[src/rtl/pwm_demodulator.sv]
// PWM symbol demodulator: recovers the count of high steps per symbol
// from an asynchronous PWM stream, with edge-based framing lock.
module pwm_demodulator #(
  parameter  int CLKS_PER_STEP = 4,
  parameter  int PWM_STEPS     = 64,
  parameter  int LOCK_LOSS     = 4,
  localparam int SW            = $clog2(PWM_STEPS + 1)
) (
  input  logic          clk,
  input  logic          rst,
  input  logic          pwm_in,
  output logic [SW-1:0] sample,
  output logic          sample_valid,
  output logic          locked,
  output logic          sync_err
);

  localparam int CW  = $clog2(CLKS_PER_STEP);
  localparam int STW = $clog2(PWM_STEPS);
  localparam int MW  = $clog2(LOCK_LOSS + 1);

  localparam logic [CW-1:0]  CLK_LAST  = CW'(CLKS_PER_STEP - 1);
  localparam logic [CW-1:0]  HALF_C    = CW'(CLKS_PER_STEP / 2);
  localparam logic [STW-1:0] STEP_LAST = STW'(PWM_STEPS - 1);
  localparam logic [MW-1:0]  LOSS_C    = MW'(LOCK_LOSS);

  typedef enum logic {HUNT, LOCKED} state_t;

  state_t         state_q, state_d;
  logic           sync1_q, sync2_q, sync3_q;
  logic [CW-1:0]  clk_cnt_q, clk_cnt_d;
  logic [STW-1:0] step_cnt_q, step_cnt_d;
  logic [SW-1:0]  acc_q, acc_d;
  logic [MW-1:0]  mis_q, mis_d;
  logic           edge_seen_q, edge_seen_d;
  logic           mis_seen_q, mis_seen_d;
  logic [SW-1:0]  sample_q, sample_d;
  logic           sample_valid_q, sample_valid_d;
  logic           locked_q, locked_d;
  logic           sync_err_q, sync_err_d;

  logic          rise, clk_wrap, sym_end, hit;
  logic          mis_edge, sym_edge, sym_mis;
  logic [SW-1:0] acc_inc;
  logic [MW-1:0] mis_next;

  always_comb begin
    rise     = sync2_q & ~sync3_q;
    clk_wrap = (clk_cnt_q == CLK_LAST);
    sym_end  = clk_wrap && (step_cnt_q == STEP_LAST);
    hit      = (clk_cnt_q == HALF_C) && sync2_q;
    acc_inc  = acc_q + SW'(hit);
    mis_edge = rise && (step_cnt_q != '0)
                    && (step_cnt_q != STEP_LAST);
    sym_edge = edge_seen_q | rise;
    sym_mis  = mis_seen_q | mis_edge;
    // symbols without any edge leave the misalign count alone
    mis_next = sym_mis  ? mis_q + MW'(1) :
               sym_edge ? '0 : mis_q;

    state_d        = state_q;
    clk_cnt_d      = clk_wrap ? '0 : clk_cnt_q + CW'(1);
    step_cnt_d     = step_cnt_q;
    if (clk_wrap)
      step_cnt_d   = (step_cnt_q == STEP_LAST) ? '0
                   : step_cnt_q + STW'(1);
    acc_d          = '0;
    edge_seen_d    = 1'b0;
    mis_seen_d     = 1'b0;
    mis_d          = mis_q;
    sample_d       = sample_q;
    sample_valid_d = 1'b0;
    locked_d       = locked_q;
    sync_err_d     = 1'b0;

    case (state_q)
      HUNT: begin
        // locking cycle is clock 0 of step 0; an edge
        // right after a loss of lock is not used
        if (rise && !sync_err_q) begin
          state_d    = LOCKED;
          locked_d   = 1'b1;
          clk_cnt_d  = CW'(1);
          step_cnt_d = '0;
        end
      end
      LOCKED: begin
        acc_d       = acc_inc;
        edge_seen_d = sym_edge;
        mis_seen_d  = sym_mis;
        if (sym_end) begin
          acc_d          = '0;
          edge_seen_d    = 1'b0;
          mis_seen_d     = 1'b0;
          sample_d       = acc_inc;
          sample_valid_d = 1'b1;
          mis_d          = mis_next;
          if (mis_next == LOSS_C) begin
            state_d    = HUNT;
            locked_d   = 1'b0;
            sync_err_d = 1'b1;
            mis_d      = '0;
          end
        end
      end
      default: state_d = HUNT;
    endcase
  end

  always_ff @(posedge clk or posedge rst) begin
    if (rst) begin
      state_q        <= HUNT;
      sync1_q        <= 1'b0;
      sync2_q        <= 1'b0;
      sync3_q        <= 1'b0;
      clk_cnt_q      <= '0;
      step_cnt_q     <= '0;
      acc_q          <= '0;
      mis_q          <= '0;
      edge_seen_q    <= 1'b0;
      mis_seen_q     <= 1'b0;
      sample_q       <= '0;
      sample_valid_q <= 1'b0;
      locked_q       <= 1'b0;
      sync_err_q     <= 1'b0;
    end else begin
      state_q        <= state_d;
      sync1_q        <= pwm_in;
      sync2_q        <= sync1_q;
      sync3_q        <= sync2_q;
      clk_cnt_q      <= clk_cnt_d;
      step_cnt_q     <= step_cnt_d;
      acc_q          <= acc_d;
      mis_q          <= mis_d;
      edge_seen_q    <= edge_seen_d;
      mis_seen_q     <= mis_seen_d;
      sample_q       <= sample_d;
      sample_valid_q <= sample_valid_d;
      locked_q       <= locked_d;
      sync_err_q     <= sync_err_d;
    end
  end

  assign sample       = sample_q;
  assign sample_valid = sample_valid_q;
  assign locked       = locked_q;
  assign sync_err     = sync_err_q;

endmodule

[config.mk]
export PLATFORM = sky130hd
export DESIGN_NAME = pwm_demodulator
export DESIGN_NICKNAME = d
export VERILOG_FILES = /design/src/rtl/pwm_demodulator.sv
export SDC_FILE = /design/constraint.sdc
export NUM_CORES = 1
export LEC_CHECK = 0
export CORE_ASPECT_RATIO = 0.8
export CORE_MARGIN = 4
export CORE_UTILIZATION = 40
export CTS_CLUSTER_SIZE = 25
export DETAILED_ROUTE_END_ITERATION = 6
export PLACE_DENSITY = 0.61
export SETUP_SLACK_MARGIN = 0.1
export SLEW_MARGIN = 0
export SYNTH_ARGS = -nofsm -noshare
export SYNTH_HDL_FRONTEND = slang
export SYNTH_SLANG_ARGS = --single-unit
export TNS_END_PERCENT = 10
[constraint.sdc]
create_clock -name clk -period 3 [get_ports clk]
set_input_delay 0.6 -clock clk [delete_from_list [all_inputs] [get_ports clk]]
set_output_delay 0.6 -clock clk [all_outputs]
set_load 0.02 [all_outputs]
== After elaboration in Yosys (flattened, before gate mapping) ==
Cells that the tools add are included.
Cells by class
  $add $sub $neg: 4
  equality and inequality tests: 8
  multiplexer cells: 29
  bitwise logic cells: 5
  reductions and logical operators: 9
Operators with widths (count)
  $mux W6: 4
  $mux W1: 15
  $mux W7: 2
  $mux W3: 3
  $add A7 B1 Y7: 1
  $add A6 B1 Y6 const B: 1
  $eq A6 B6 Y1 const B: 1
  $mux W2: 3
  $ne A6 B6 Y1 const B: 1
  $reduce_bool A6 Y1: 1
  $logic_and A1 B1 Y1: 5
  $eq A2 B2 Y1 const B: 2
  $ne A2 B1 Y1 const B: 2
  $pmux W1 S2: 2
  $add A3 B1 Y3 const B: 1
  $eq A3 B3 Y1 const B: 1
  $reduce_and A3 Y1: 1
  $add A2 B1 Y2 const B: 1
  $ne A2 B2 Y1 const B: 1
  $not A1 Y1: 2
  $or A1 B1 Y1: 2
  $reduce_and A2 Y1: 1
  $and A1 B1 Y1: 1
  $logic_not A1 Y1: 1
Word-level totals
  register bits after elaboration: 34
  bits of input ports: 3

== Depth between registers and ports, before layout ==
  depth after elaboration: 10
  depth in mapped cells: 9
  gate-level depth less buffers: 9

== Worst setup path before layout ==
Ideal clock, no wire load.
  path type: register -> register
  start: reg step_cnt_q[0]
  end: reg locked_q (netlist: locked)
  arrival: 1676 ps
  setup slack: 1203 ps
  stages on the path, launching flop included: 7
  path buffers: 0
  path through: dfrtp_1 ha_1 and4_4 a221oi_2 nor2_2 mux2_4 o22a_1
On the way
  cells in the longest elaborated chain, start to end: 8
RTL lines
  start, declared: RTL line 32  | logic [STW-1:0] step_cnt_q, step_cnt_d;
  start signal, assigned: RTL line 132  | step_cnt_q <= step_cnt_d;
  $reduce_bool A6 Y1: RTL line 53  | mis_edge = rise && (step_cnt_q != '0)
  $logic_and A1 B1 Y1: RTL line 53
  $logic_and A1 B1 Y1: RTL line 54  | && (step_cnt_q != STEP_LAST);
  $or A1 B1 Y1: RTL line 56  | sym_mis = mis_seen_q | mis_edge;
  $mux W3: RTL line 58  | mis_next = sym_mis ? mis_q + MW'(1) :
  $eq A3 B3 Y1: RTL line 98  | if (mis_next == LOSS_C) begin
  $ne A2 B1 Y1 (no source line)
  $reduce_and A3 Y1 (no source line) (*)
  end signal, assigned: RTL line 139  | locked_q <= locked_d;
  end, declared: RTL line 39  | logic locked_q, locked_d;
Every way passes the cells marked *; elsewhere a longest branch is shown, timed or not.
A chain may end at the register's enable or synchronous reset.

== Final worst setup path ==
  start: reg step_cnt_q[0]
  end: reg state_q
On the way
  cells in the longest elaborated chain, start to end: 9
RTL lines
  $reduce_bool A6 Y1: RTL line 53
  $logic_and A1 B1 Y1: RTL line 53
  $logic_and A1 B1 Y1: RTL line 54
  $or A1 B1 Y1: RTL line 56
  $mux W3: RTL line 58
  $eq A3 B3 Y1: RTL line 98
  $mux W1: RTL line 98
  $mux W1 (*): RTL line 91  | if (sym_end) begin
  $pmux W1 S2 (*): RTL line 76  | case (state_q)
  named net state_d: RTL line 29  | state_t state_q, state_d;
  end signal, assigned: RTL line 127  | state_q <= state_d;
  end, declared: RTL line 29
Mark *: on every way through the listed nets, which the timed path passes. The rest lies on a longest branch.

==> impl_metrics.json <==
{
  "run_status": "finished clean",
  "tritoncts.num_buffers": 5,
  "grt_pass1_wl_um": 4478,
  "drv_cap": 0,
  "final_hold_viol_count": 0,
  "synth_top_cell_by_area": "sky130_fd_sc_hd__dfrtp_1",
  "grt_max_degree": 35,
  "fin_tns_setup_ns": 0,
  "core_area_um2": 3518,
  "nFillCells": 320,
  "critical_path.cell_chain": "ha_1, and4_4, a221oi_2, nor2_2, mux2_4, o22a_1",
  "relSlewSlack": 0.4316,
  "place.port_buffers": 12,
  "comb_power_share": 0.209,
  "hold_ws_ns": 0.3537,
  "cp.required_ns": 3.16,
  "switchingPower_uw": 336.6,
  "n_antenna_cell": 0,
  "cts_max_path_buffers": 2,
  "power_switching_share": 0.2951,
  "synthCells": 136,
  "area_growth_syn_to_layout_pct": 16.46,
  "path_category_of_the_worst_min_delay_check": "register to register",
  "average_routed_wire_per_standard_cell_um": 12.92,
  "chipHeight_um": 62.59,
  "timing.critical_path.slowest_cell_delay_ns": 0.41,
  "timing.critical_path.slowest_stage_cell": "sky130_fd_sc_hd__dfrtp_1",
  "fp.dieW_um": 76.24,
  "core.rowCount": 19,
  "netlist.area_leader.share": 0.5709,
  "antenna_found_initial": 0,
  "num_io_pins": 13,
  "drt_first_iter_violations": 33,
  "cp_data_arrival_time_ns": 2.07,
  "setup_viol": 0,
  "final_min_period_over_clock_period": 0.6351,
  "final_period_minus_worst_setup_slack_ns": 1.905,
  "layout_commonest_cell": "sky130_fd_sc_hd__dfrtp_1",
  "worstSkewPairLatency_ns": 0.28,
  "post_cts.repair.setup_buffers": 0,
  "p_int_uw": 803.9,
  "cellPowerDensity_nw_per_um2": 657.2,
  "clock_skew_ns": 0.007170,
  "start_util": 0.4235,
  "timing_worst_slew_pin_value_ns": 0.8461,
  "ys_top_cells_by_area": "sky130_fd_sc_hd__dfrtp_1, sky130_fd_sc_hd__ha_1, sky130_fd_sc_hd__nor2_1",
  "final_max_slew_viol_count": 0,
  "grtUsageTotal": 0.1202,
  "post_cts_resized": 0,
  "globalRoute.totalOverflow": 0,
  "cellLeakagePower_uw": 0.0008165,
  "end_kind": "register",
  "mostFrequentLayoutCells": "sky130_fd_sc_hd__dfrtp_1, sky130_fd_sc_hd__nor2_1, sky130_fd_sc_hd__nand2_1, sky130_fd_sc_hd__clkdlybuf4s50_1, sky130_fd_sc_hd__o21ai_0",
  "yosys_most_used_dff": "sky130_fd_sc_hd__dfrtp_1",
  "first_global_vias": 984,
  "worst_setup_path_start_kind": "register",
  "tritoncts_clock_tree": "done",
  "nNetsFinal": 163,
  "rsz0062_at_grt": "no",
  "fp.dieArea_um2": 4772,
  "setup.worst_path.class": "register to register",
  "synthArstFlopShare": 1.000,
  "drt_wl_total_um": 2520,
  "sequential_cell_fraction_of_total_power": 0.522,
  "clkTransAtPathRegs_ns": 0.06,
  "critical_path_buf_inv_count": 0,
  "max_freq_mhz": 524.8,
  "ffs_latches_synth": 34,
  "yosys_warnings": 0,
  "dr_total_vias": 953,
  "gp_routability_congestion": 0.7210,
  "synth.distinct_cells": 33,
  "cts_root_buf": "sky130_fd_sc_hd__clkbuf_8",
  "drcViolationCount": 0,
  "synthesis.nets": 146,
  "drive_above_1_share": 0.09804,
  "avg_inst_size_synth_um2": 10.96,
  "number_of_antenna_violating_nets_in_the_routed_design": 0,
  "cts_htree_levels": 2,
  "peakVddDrop_v": 0.0002959,
  "synth_edf_count": 0,
  "ys_seq_area_frac": 0.5709,
  "critical_path.top_delay_family": "compound AO/OA/AOI/OAI gates",
  "clock_power_share": 0.268,
  "tritoncts_num_sinks": 34,
  "drtPass1Iterations": 4,
  "drt-vias-per-instance": 4.887,
  "cts_hold_buffers_added": 0,
  "crit_fanout": 4,
  "hpwl_um": 1831,
  "mappedNetlistArea_um2": 1490
}
[per-layer routing]
metal	track usage	vias up	routed length (um)
met5	0	-	0
met4	0.07466	0	68
met3	0.04179	7	113
met2	0.1700	18	1009
met1	0.1570	447	1328
li1	-	481	-
[stage by stage]
stage	power (uW)	cells	util	cell area, um^2	worst slack [ns]
floorplan	786.4	136	-	1490	1.203
global placement	835.0	188	0.4716	1659	1.137
detailed placement	849.4	188	0.4716	1659	1.093
CTS	1159	195	0.4932	1735	1.084
global route	1226	195	0.4932	1735	0.9807
finish	1141	195	0.4932	1735	1.095
[cells in the mapped netlist (2+ instances only)]
cell type and instances:
sky130_fd_sc_hd__ha_1 7, sky130_fd_sc_hd__nor3_1 2, sky130_fd_sc_hd__nand4_1 2, sky130_fd_sc_hd__nor2_1 22, sky130_fd_sc_hd__dfrtp_1 34, sky130_fd_sc_hd__o21ai_0 8
sky130_fd_sc_hd__nand3_1 2, sky130_fd_sc_hd__inv_1 7, sky130_fd_sc_hd__clkbuf_1 3, sky130_fd_sc_hd__xnor2_1 5, sky130_fd_sc_hd__o22a_1 2, sky130_fd_sc_hd__mux2i_1 2
sky130_fd_sc_hd__xor2_1 6, sky130_fd_sc_hd__nand2_1 12, sky130_fd_sc_hd__nand2b_1 3, sky130_fd_sc_hd__and2_1 2
[worst reg2reg max path: cells and delay by family (launching register included)]
family	cells	cell delay [ns]
AND/OR/NAND/NOR	2	0.31
AO/OA/AOI/OAI	2	0.51
adder cells (fa/ha/maj)	1	0.24
flip-flops	1	0.41
multiplexers	1	0.32
[logic make-up (layout without fill, tap and decap cells)]
kind of cell             Yosys count  in the layout  share of synthesized area
buffers and inverters             10             27                    0.02519
XOR/XNOR                          11             11                    0.06465
flip-flops                        34             34                     0.5710
adder cells (fa/ha/maj)            7              7                    0.05877
AND/OR/NAND/NOR                   55             55                     0.1772
AO/OA/AOI/OAI                     15             15                    0.07221
multiplexers                       4              4                    0.03106
[cell type report]
type | count | area [um^2] | area share
Multi-Input combinational cell | 92 | 601.8 | 0.3468
Inverter | 7 | 26.28 | 0.01514
Sequential cell | 34 | 850.8 | 0.4903
Timing Repair Buffer | 13 | 127.6 | 0.07354
Tap cell | 42 | 52.55 | 0.03028
Clock buffer | 7 | 76.32 | 0.04398
[registers in the layout, indices dropped and copies added (netlist names)]
name	count
clk_cnt_q	2
sample_valid	1
sync1_q	1
mis_q	3
step_cnt_q	6
mis_seen_q	1
edge_seen_q	1
sample	7
acc_q	7
sync3_q	1
sync2_q	1
locked	1
state_q	1
sync_err	1
[power groups by stage]
stage | combinational, uW | sequential (uW) | clock [uW]
after floorplan | 196 | 591 | 0
after global placement | 235 | 600 | 0
after detailed placement | 245 | 604 | 0
after CTS | 245 | 597 | 318
after global routing | 280 | 609 | 337
final | 238 | 596 | 306
[final timing paths]
| check | startpoint | endpoint | cells after the start | slack [ns] |
|---|---|---|---|---|
| max in group asynchronous | rst | step_cnt_q[5] | 3 | 1.97 |
| worst min register to register | sync1_q | sync2_q | 0 | 0.35 |
| worst max register to register | step_cnt_q[0] | state_q | 6 | 1.09 |
| worst max-delay path | step_cnt_q[0] | state_q | 6 | 1.09 |
| min in group asynchronous | rst | step_cnt_q[4] | 3 | 0.71 |
| worst min-delay path | sync1_q | sync2_q | 0 | 0.35 |
No activity file was read; power rests on OpenSTA's default activity.
